===== src/rtl/mc_control.sv =====
// mc_control: multi-cycle Moore control unit for the lab05 MIPS-subset CPU.
// It steps FETCH/DECODE/execute/memory/writeback and drives the datapath
// selects, the strobes and the ALU operation code. It also counts retired
// instructions. The current state is visible on the state port for debug.
module mc_control #(
  parameter int CNT_W = 32
) (
  input  logic             clk,
  input  logic             rst_n,
  input  logic [5:0]       opcode,
  input  logic [5:0]       funct,
  input  logic             zero,
  output logic             pc_en,
  output logic             i_or_d,
  output logic             mem_read,
  output logic             mem_write,
  output logic             ir_write,
  output logic             reg_write,
  output logic             reg_dst,
  output logic             mem_to_reg,
  output logic             alu_src_a,
  output logic [1:0]       alu_src_b,
  output logic             ext_zero,
  output logic [2:0]       alu_op,
  output logic [1:0]       pc_source,
  output logic             illegal,
  output logic [3:0]       state,
  output logic [CNT_W-1:0] instr_cnt
);

  typedef enum logic [3:0] {
    S_FETCH = 4'd0, S_DECODE = 4'd1, S_MEM_ADDR = 4'd2, S_MEM_RD = 4'd3,
    S_MEM_WB = 4'd4, S_MEM_WR = 4'd5, S_R_EXEC = 4'd6, S_R_WB = 4'd7,
    S_BRANCH = 4'd8, S_JUMP = 4'd9, S_I_EXEC = 4'd10, S_I_WB = 4'd11
  } state_t;

  localparam logic [5:0] OP_RTYPE = 6'h00, OP_J = 6'h02, OP_BEQ = 6'h04,
                         OP_BNE = 6'h05, OP_ADDI = 6'h08, OP_ANDI = 6'h0C,
                         OP_ORI = 6'h0D, OP_XORI = 6'h0E, OP_LW = 6'h23,
                         OP_SW = 6'h2B;

  localparam logic [2:0] ALU_NOP = 3'd0, ALU_ADD = 3'd1, ALU_SUB = 3'd2,
                         ALU_AND = 3'd3, ALU_OR = 3'd4, ALU_XOR = 3'd5,
                         ALU_NOR = 3'd6;

  state_t           state_q, state_d;
  logic [5:0]       opcode_q, opcode_d;
  logic [5:0]       funct_q, funct_d;
  logic [CNT_W-1:0] cnt_q, cnt_d;
  logic             illegal_dec;

  // R-type funct to ALU operation; NOP marks an unsupported funct.
  function automatic logic [2:0] r_alu_op(input logic [5:0] f);
    case (f)
      6'h20:   r_alu_op = ALU_ADD;
      6'h22:   r_alu_op = ALU_SUB;
      6'h24:   r_alu_op = ALU_AND;
      6'h25:   r_alu_op = ALU_OR;
      6'h26:   r_alu_op = ALU_XOR;
      6'h27:   r_alu_op = ALU_NOR;
      default: r_alu_op = ALU_NOP;
    endcase
  endfunction

  // Immediate-class opcode to ALU operation (used in I_EXEC and held in I_WB).
  function automatic logic [2:0] i_alu_op(input logic [5:0] op);
    case (op)
      OP_ANDI: i_alu_op = ALU_AND;
      OP_ORI:  i_alu_op = ALU_OR;
      OP_XORI: i_alu_op = ALU_XOR;
      default: i_alu_op = ALU_ADD;
    endcase
  endfunction

  // State, latched IR fields and retired-instruction counter.
  always_ff @(posedge clk or negedge rst_n) begin
    if (!rst_n) begin
      state_q  <= S_FETCH;
      opcode_q <= 6'd0;
      funct_q  <= 6'd0;
      cnt_q    <= '0;
    end else begin
      state_q  <= state_d;
      opcode_q <= opcode_d;
      funct_q  <= funct_d;
      cnt_q    <= cnt_d;
    end
  end

  // Next state; DECODE decides from the live IR fields and latches them.
  always_comb begin
    state_d     = S_FETCH;
    opcode_d    = opcode_q;
    funct_d     = funct_q;
    illegal_dec = 1'b0;
    case (state_q)
      S_FETCH:    state_d = S_DECODE;
      S_DECODE: begin
        opcode_d = opcode;
        funct_d  = funct;
        case (opcode)
          OP_LW, OP_SW:                     state_d = S_MEM_ADDR;
          OP_ADDI, OP_ANDI, OP_ORI, OP_XORI: state_d = S_I_EXEC;
          OP_BEQ, OP_BNE:                   state_d = S_BRANCH;
          OP_J:                             state_d = S_JUMP;
          OP_RTYPE: begin
            if (r_alu_op(funct) != ALU_NOP) state_d = S_R_EXEC;
            else                            illegal_dec = 1'b1;
          end
          default:                          illegal_dec = 1'b1;
        endcase
      end
      S_MEM_ADDR: state_d = (opcode_q == OP_LW) ? S_MEM_RD : S_MEM_WR;
      S_MEM_RD:   state_d = S_MEM_WB;
      S_R_EXEC:   state_d = S_R_WB;
      S_I_EXEC:   state_d = S_I_WB;
      default:    state_d = S_FETCH;
    endcase
    // An instruction retires on every return to FETCH, except a rejected one.
    cnt_d = ((state_d == S_FETCH) && !illegal_dec) ? cnt_q + CNT_W'(1) : cnt_q;
  end

  // Moore outputs per state; strobes are held low while reset is asserted.
  always_comb begin
    pc_en      = 1'b0;
    i_or_d     = 1'b0;
    mem_read   = 1'b0;
    mem_write  = 1'b0;
    ir_write   = 1'b0;
    reg_write  = 1'b0;
    reg_dst    = 1'b0;
    mem_to_reg = 1'b0;
    alu_src_a  = 1'b0;
    alu_src_b  = 2'b00;
    ext_zero   = 1'b0;
    alu_op     = ALU_NOP;
    pc_source  = 2'b00;
    illegal    = 1'b0;
    case (state_q)
      S_FETCH: begin
        mem_read  = 1'b1;
        ir_write  = 1'b1;
        pc_en     = 1'b1;
        alu_src_b = 2'b01;
        alu_op    = ALU_ADD;
      end
      S_DECODE: begin
        alu_src_b = 2'b11;
        alu_op    = ALU_ADD;
        illegal   = illegal_dec;
      end
      S_MEM_ADDR: begin
        alu_src_a = 1'b1;
        alu_src_b = 2'b10;
        alu_op    = ALU_ADD;
      end
      S_MEM_RD: begin
        mem_read = 1'b1;
        i_or_d   = 1'b1;
      end
      S_MEM_WB: begin
        reg_write  = 1'b1;
        mem_to_reg = 1'b1;
      end
      S_MEM_WR: begin
        mem_write = 1'b1;
        i_or_d    = 1'b1;
      end
      S_R_EXEC: begin
        alu_src_a = 1'b1;
        alu_op    = r_alu_op(funct_q);
      end
      S_R_WB: begin
        reg_write = 1'b1;
        reg_dst   = 1'b1;
      end
      S_I_EXEC, S_I_WB: begin
        alu_src_a = 1'b1;
        alu_src_b = 2'b10;
        ext_zero  = (opcode_q != OP_ADDI);
        alu_op    = i_alu_op(opcode_q);
        reg_write = (state_q == S_I_WB);
      end
      S_BRANCH: begin
        alu_src_a = 1'b1;
        alu_op    = ALU_SUB;
        pc_source = 2'b01;
        pc_en     = zero ^ (opcode_q == OP_BNE);
      end
      S_JUMP: begin
        pc_source = 2'b10;
        pc_en     = 1'b1;
      end
      default: ;
    endcase
    if (!rst_n) begin
      pc_en     = 1'b0;
      mem_read  = 1'b0;
      mem_write = 1'b0;
      ir_write  = 1'b0;
      reg_write = 1'b0;
      illegal   = 1'b0;
    end
  end

  assign state     = state_q;
  assign instr_cnt = cnt_q;

endmodule


===== config.mk =====
export PLATFORM = sky130hd
export DESIGN_NAME = mc_control
export DESIGN_NICKNAME = d
export VERILOG_FILES = /design/src/rtl/mc_control.sv
export SDC_FILE = /design/constraint.sdc
export NUM_CORES = 1
export LEC_CHECK = 0
export CAP_MARGIN = 20
export CORE_ASPECT_RATIO = 1.75
export CORE_MARGIN = 2
export CORE_UTILIZATION = 35
export DETAILED_ROUTE_END_ITERATION = 7
export DONT_BUFFER_PORTS = 1
export GPL_TIMING_DRIVEN = 0
export HOLD_SLACK_MARGIN = 0.02
export PLACE_DENSITY_LB_ADDON = 0.08
export SLEW_MARGIN = 20
export SYNTH_ARGS = -nofsm -noshare
export SYNTH_HDL_FRONTEND = slang
export SYNTH_SLANG_ARGS = --single-unit
export TNS_END_PERCENT = 20

===== constraint.sdc =====
create_clock -name clk -period 2.4 [get_ports clk]
set_input_delay 0.36 -clock clk [delete_from_list [all_inputs] [get_ports clk]]
set_output_delay 0.36 -clock clk [all_outputs]
set_load 0.05 [all_outputs]

== Word level (Yosys, flattened, before mapping) ==
Cells that the tools add are included.

* Output and inout port bits: 54
* Bits in registers: 48
* Input port bits: 15
* Logic and storage cells: 94

* Reductions and logical operators: 18
* Bitwise gates (word level): 1
* Eq/ne operators: 38
* Muxes and demuxes: 32
* $add $sub $neg: 1

{| class="wikitable"
|+ Operators with widths
! cell !! number
|-
| 6-bit equality test, second input constant || 15
|-
| 6-bit by 4-bit equality test with 1-bit output, second input constant || 7
|-
| 3-bit case mux with 6 select lines || 2
|-
| 32-bit by 1-bit adder with 32-bit output, second input constant || 1
|-
| 4-bit case mux with 6 select lines || 1
|-
| 4-bit case mux with 5 select lines || 1
|-
| 6-bit by 3-bit equality test with 1-bit output, second input constant || 3
|-
| 1-bit 2-to-1 mux || 17
|-
| 4-bit by 3-bit equality test with 1-bit output, second input constant || 4
|-
| 4-bit equality test, second input constant || 4
|-
| 2-bit OR reduction || 7
|-
| 3-bit 2-to-1 mux || 4
|-
| 3-bit case mux with 4 select lines || 1
|-
| 3-bit case mux with 3 select lines || 1
|-
| 9-bit OR reduction || 1
|-
| 4-bit by 2-bit equality test with 1-bit output, second input constant || 2
|-
| 4-bit logical NOT || 2
|-
| 6-bit by 2-bit equality test with 1-bit output, second input constant || 1
|-
| 6-bit logical NOT || 1
|-
| 6-bit by 4-bit != test with 1-bit output, second input constant || 1
|-
| 1-bit case mux with 2 select lines || 3
|-
| 2-bit case mux with 3 select lines || 1
|-
| 3-bit OR reduction || 2
|-
| 5-bit OR reduction || 1
|-
| 7 further kinds || 7
|}

== Logic depth before layout (Yosys ltp) ==
* Word-level depth: 10
* Mapped depth: 7

== Worst setup path before layout ==
No wires, ideal clock.

* Kind: register -> output
* From: reg state_q[2], in the netlist state[2]
* To: out reg_write
* Arrival time: 2.843 ns
* Required time: 2.040 ns
* Stages on the path, launching flop included: 5
* Setup slack: -0.803 ns
* Cells stage by stage: dfrtp_1 > clkbuf_1 > nand2_1 > nor3_1 > o21a_1

* Longest elaborated chain between the ends: 4
* Elaborated cells on any way between the ends: 8
* Classes of those cells: eq/ne (4); mux (2); reduce/logical (2)

{| class="wikitable"
|+ Ends and longest elaborated chain
! what !! line !! text
|-
| from (decl) || 46 || <nowiki>state_t state_q, state_d;</nowiki>
|-
| from (signal assigned) || 83 || <nowiki>state_q <= state_d;</nowiki>
|-
| 4-bit equality test (tied with other cells) || 139, 182 ||
|-
| 2-bit OR reduction, on equally long branches || - ||
|-
| 1-bit case mux with 2 select lines (*) || 139 || <nowiki>case (state_q)</nowiki>
|-
| 1-bit 2-to-1 mux (*) || 196 || <nowiki>if (!rst_n) begin</nowiki>
|-
| to (decl) || 18 || <nowiki>output logic reg_write,</nowiki>
|}

Every way passes the cells marked *; elsewhere a longest branch is shown, timed or not.

== Final worst setup path ==
* From: reg state_q[1], in the netlist state[1]
* To: out alu_op[0]

* Longest elaborated chain between the ends: 3
* Elaborated cells on any way between the ends: 10
* Classes of those cells: eq/ne (6); mux (1); reduce/logical (3)

{| class="wikitable"
|+ Ends and longest elaborated chain
! what !! line !! text
|-
| 4-bit by 1-bit equality test with 1-bit output (tied with other cells) || 139 ||
|-
| 3-bit OR reduction (no source line) or 2-bit OR reduction (tied branches) || - ||
|-
| 3-bit case mux with 4 select lines (*) || 139 ||
|-
| to (decl) || 24 || <nowiki>output logic [2:0] alu_op,</nowiki>
|}

Marked as above.

==> results_dict.tcl <==
set metrics [dict create \
    status "finished clean" \
    synth_compound_area_share_pct 9.589 \
    synth_top_family_by_area "simple AND/OR/NAND/NOR gates" \
    cap_violations 0 \
    io_buffers 0 \
    dieArea_um2 8307 \
    max_slew.worst_pin.slew_ns 0.8748 \
    cp.depth 4 \
    grt_pass1_vias 2105 \
    design.core.area_um2 7462 \
    final_cells 369 \
    grt_pass1_wl_um 11390 \
    num_antenna_cells 0 \
    grt_start_max_net_pins 49 \
    syn-instance-count 260 \
    avgSynthCellArea_um2 10.19 \
    holdWs_ns 0.1871 \
    worstPathArrival_ns 2.03 \
    route.antenna.remaining_nets 0 \
    clock_skew_ns 0.005048 \
    relSlewSlack_pct 41.46 \
    via_count 2052 \
    worstPathCellList "buf_8 > nand4bb_1 > or4_4 > a21oi_4" \
    syn_nets 276 \
    final_common_cell "dfrtp_1" \
    fp-row-count 42 \
    path_buf_inv 1 \
    synth-seq-cells 48 \
    synthMuxAreaShare_pct 5.102 \
    start_util_pct 35.50 \
    post-route-min-period_ns 2.390 \
    switchingPower_mw 1.243 \
    clock-sinks 48 \
    die_h_um 119.1 \
    period_share_pct 99.57 \
    place_inst 350 \
    grt_overflow 0 \
    insertion_delay_ns 0.29 \
    cp.required_ns 2.04 \
    place_congestion 0.8073 \
    multi_input_area_um2 1569 \
    leakagePower_nw 1.306 \
    setup_ws_ns 0.01035 \
    end_kind "primary output" \
    hold_violations 0 \
    drc 0 \
    htree_levels 2 \
    utilization_pct 44.50 \
    slew_violations 0 \
    drtIter0Drc 100 \
    synth_warnings 0 \
    yosys.area_share.simple_pct 23.81 \
    wirelength_um 6996 \
    swShare_pct 39.80 \
    ys_types 45 \
    syn_to_final_growth_pct 25.37 \
    p_int_mw 1.880 \
    power_density_nw_per_um2 940.6 \
    cts_tree "built" \
    power_frac_clock_pct 27.0 \
    routedWlPerCell_um 18.96 \
    crit_end "alu_op[0]" \
    place_ws_ns -0.4739 \
    synth_edf_count 0 \
    grtUsageTotal_pct 17.86 \
    ir_drop_mv 0.5313 \
    synthAdderAreaFrac_pct 0.4724 \
    min_path_type "in -> reg" \
    clk_pin_slew_ns 0.06 \
    cp_max_fo 8 \
    start_kind "flip-flop" \
    critPathTopFamily "simple AND/OR/NAND/NOR gates" \
    cts_buffers 5 \
    syn_area_um2 2649 \
    nFillCells 734 \
    cpMaxStageDelayCell "dfrtp_2" \
    r2r_start "instr_cnt[2]$_DFFE_PN0P_" \
    drtPass1Iterations 4 \
    antenna_found_initial 0 \
    vias_per_cell 5.561 \
    seq_power_share_pct 41.9 \
    startpoint "state[1]$_DFF_PN0_" \
    synth_sequential_area_ratio_pct 45.35 \
    io_pins 69 \
    r2r_slack_ns 0.17 \
    final_cell_mix "dfrtp_1, xnor2_1, nand2_1" \
    fmax_ghz 0.4185 \
    synthXorXnorAreaFrac_pct 12.23 \
    finalSetupViolations 0 \
    async_flop_share_pct 100.0 \
    r2r-end "instr_cnt[22]$_DFFE_PN0P_" \
    clk_path_buf_depth 2 \
    drive_gt1_share_pct 29.18 \
    rsz0062_at_grt "yes" \
    seqCellArea_um2 1211 \
    combinationalPowerShare_pct 31.0 \
    cp_slowest_stage_delay_ns 0.54 \
    cts_root_buf "clkbuf_16" \
    worst_r2r_path_depth 5 \
    final.setup.tns_ns 0 \
    dieWidth_um 69.76 \
    layout.nets 296 \
    synthFlopType "dfrtp_1" \
    dp_hpwl_um 5148 \
    path_class "reg -> out" \
]
layout make-up:
cell class / instances / share of cell area (%)
multi-input combinational: 193 / 47.25
sequential: 48 / 36.47
clock buffer: 7 / 4.597
timing repair buffer: 13 / 3.504
tap: 88 / 3.316
buffer: 11 / 3.052
clock inverter: 1 / 0.9043
inverter: 8 / 0.9043
state kept, by name, summed over array words and instances, names as in the netlist:
name	flops
state	4
funct_q	6
opcode_q	6
instr_cnt	32
cell usage after synthesis (2+ instances only):
library cell | number | share of area, %
a2111oi_4 | 2 | 2.1
inv_1 | 8 | 1.1
nor2b_1 | 2 | 0.47
nor3_1 | 8 | 1.5
or4b_1 | 2 | 0.76
clkbuf_1 | 4 | 0.57
or3b_2 | 2 | 0.66
or3_1 | 3 | 0.71
and4_1 | 6 | 2.0
nand2b_1 | 4 | 0.94
nand2_1 | 23 | 3.3
xnor2_1 | 30 | 9.9
nor4_1 | 5 | 1.2
xor2_1 | 7 | 2.3
buf_6 | 2 | 0.85
buf_2 | 4 | 0.76
a31oi_1 | 2 | 0.47
and3_1 | 6 | 1.4
nand4b_1 | 2 | 0.66
nand3_1 | 14 | 2.6
dfrtp_1 | 48 | 45
o21ai_0 | 7 | 1.3
nor2_1 | 9 | 1.3
mux2_2 | 12 | 5.1
a21oi_1 | 11 | 2.1
nand4_1 | 15 | 3.5
and2_1 | 4 | 0.94
power groups by stage:
stage                     clock, mW  combinational (mW)  sequential (mW)
after detailed placement          0               0.829             1.32
after global routing          0.911                1.05             1.34
final                         0.845               0.969             1.31
after CTS                     0.883               0.942             1.31
after global placement            0               0.802             1.31
after floorplan                   0               0.693             1.27
routing by layer:
metal / track usage, % / vias up / wire length (µm)
li1: - / 978 / -
met1: 18.35 / 995 / 2490
met2: 32.68 / 69 / 3949
met3: 5.753 / 10 / 417
met4: 7.332 / 0 / 138
met5: 0 / - / 0
stage by stage:
stage,power (mW),cell area [µm²]
floorplan,1.961,2690
global route,3.300,3321
global placement,2.113,2800
detailed placement,2.144,2831
CTS,3.131,3216
finish,3.123,3321
logic make-up (layout without fill, tap and decap cells):
family	count (synthesis)	in the layout
DFF	48	48
adders and majority gates	1	1
muxes	12	12
AOI/OAI and AO/OA	33	33
and+or+nand+nor	110	110
xor gates and xnor gates	37	37
buffers and inverters	19	40
how the worst min path moves through the flow:
stage / end / slack (ns) / cells after the start / start
5_1_grt: opcode_q[2]$_DFFE_PN0P_ / 0.18 / 2 / opcode[2]
6_report: opcode_q[2]$_DFFE_PN0P_ / 0.19 / 2 / opcode[2]
4_1_cts: opcode_q[2]$_DFFE_PN0P_ / 0.18 / 2 / opcode[2]
3_5_place_dp: state[1]$_DFF_PN0_ / 0.07 / 0 / rst_n
3_3_place_gp: state[2]$_DFF_PN0_ / 0.07 / 0 / rst_n
2_1_floorplan: funct_q[0]$_DFFE_PN0P_ / 0.06 / 0 / rst_n
what timing repair did:
action,in CTS,in global routing
setup buffers,4,5
setup endpoints to repair,32,31
hold buffers,2,0
resized for setup,37,18
pin swaps,6,4
cloned,0,0
hold endpoints to repair,48,0
Note: power is estimated with default switching activity, not from simulation.
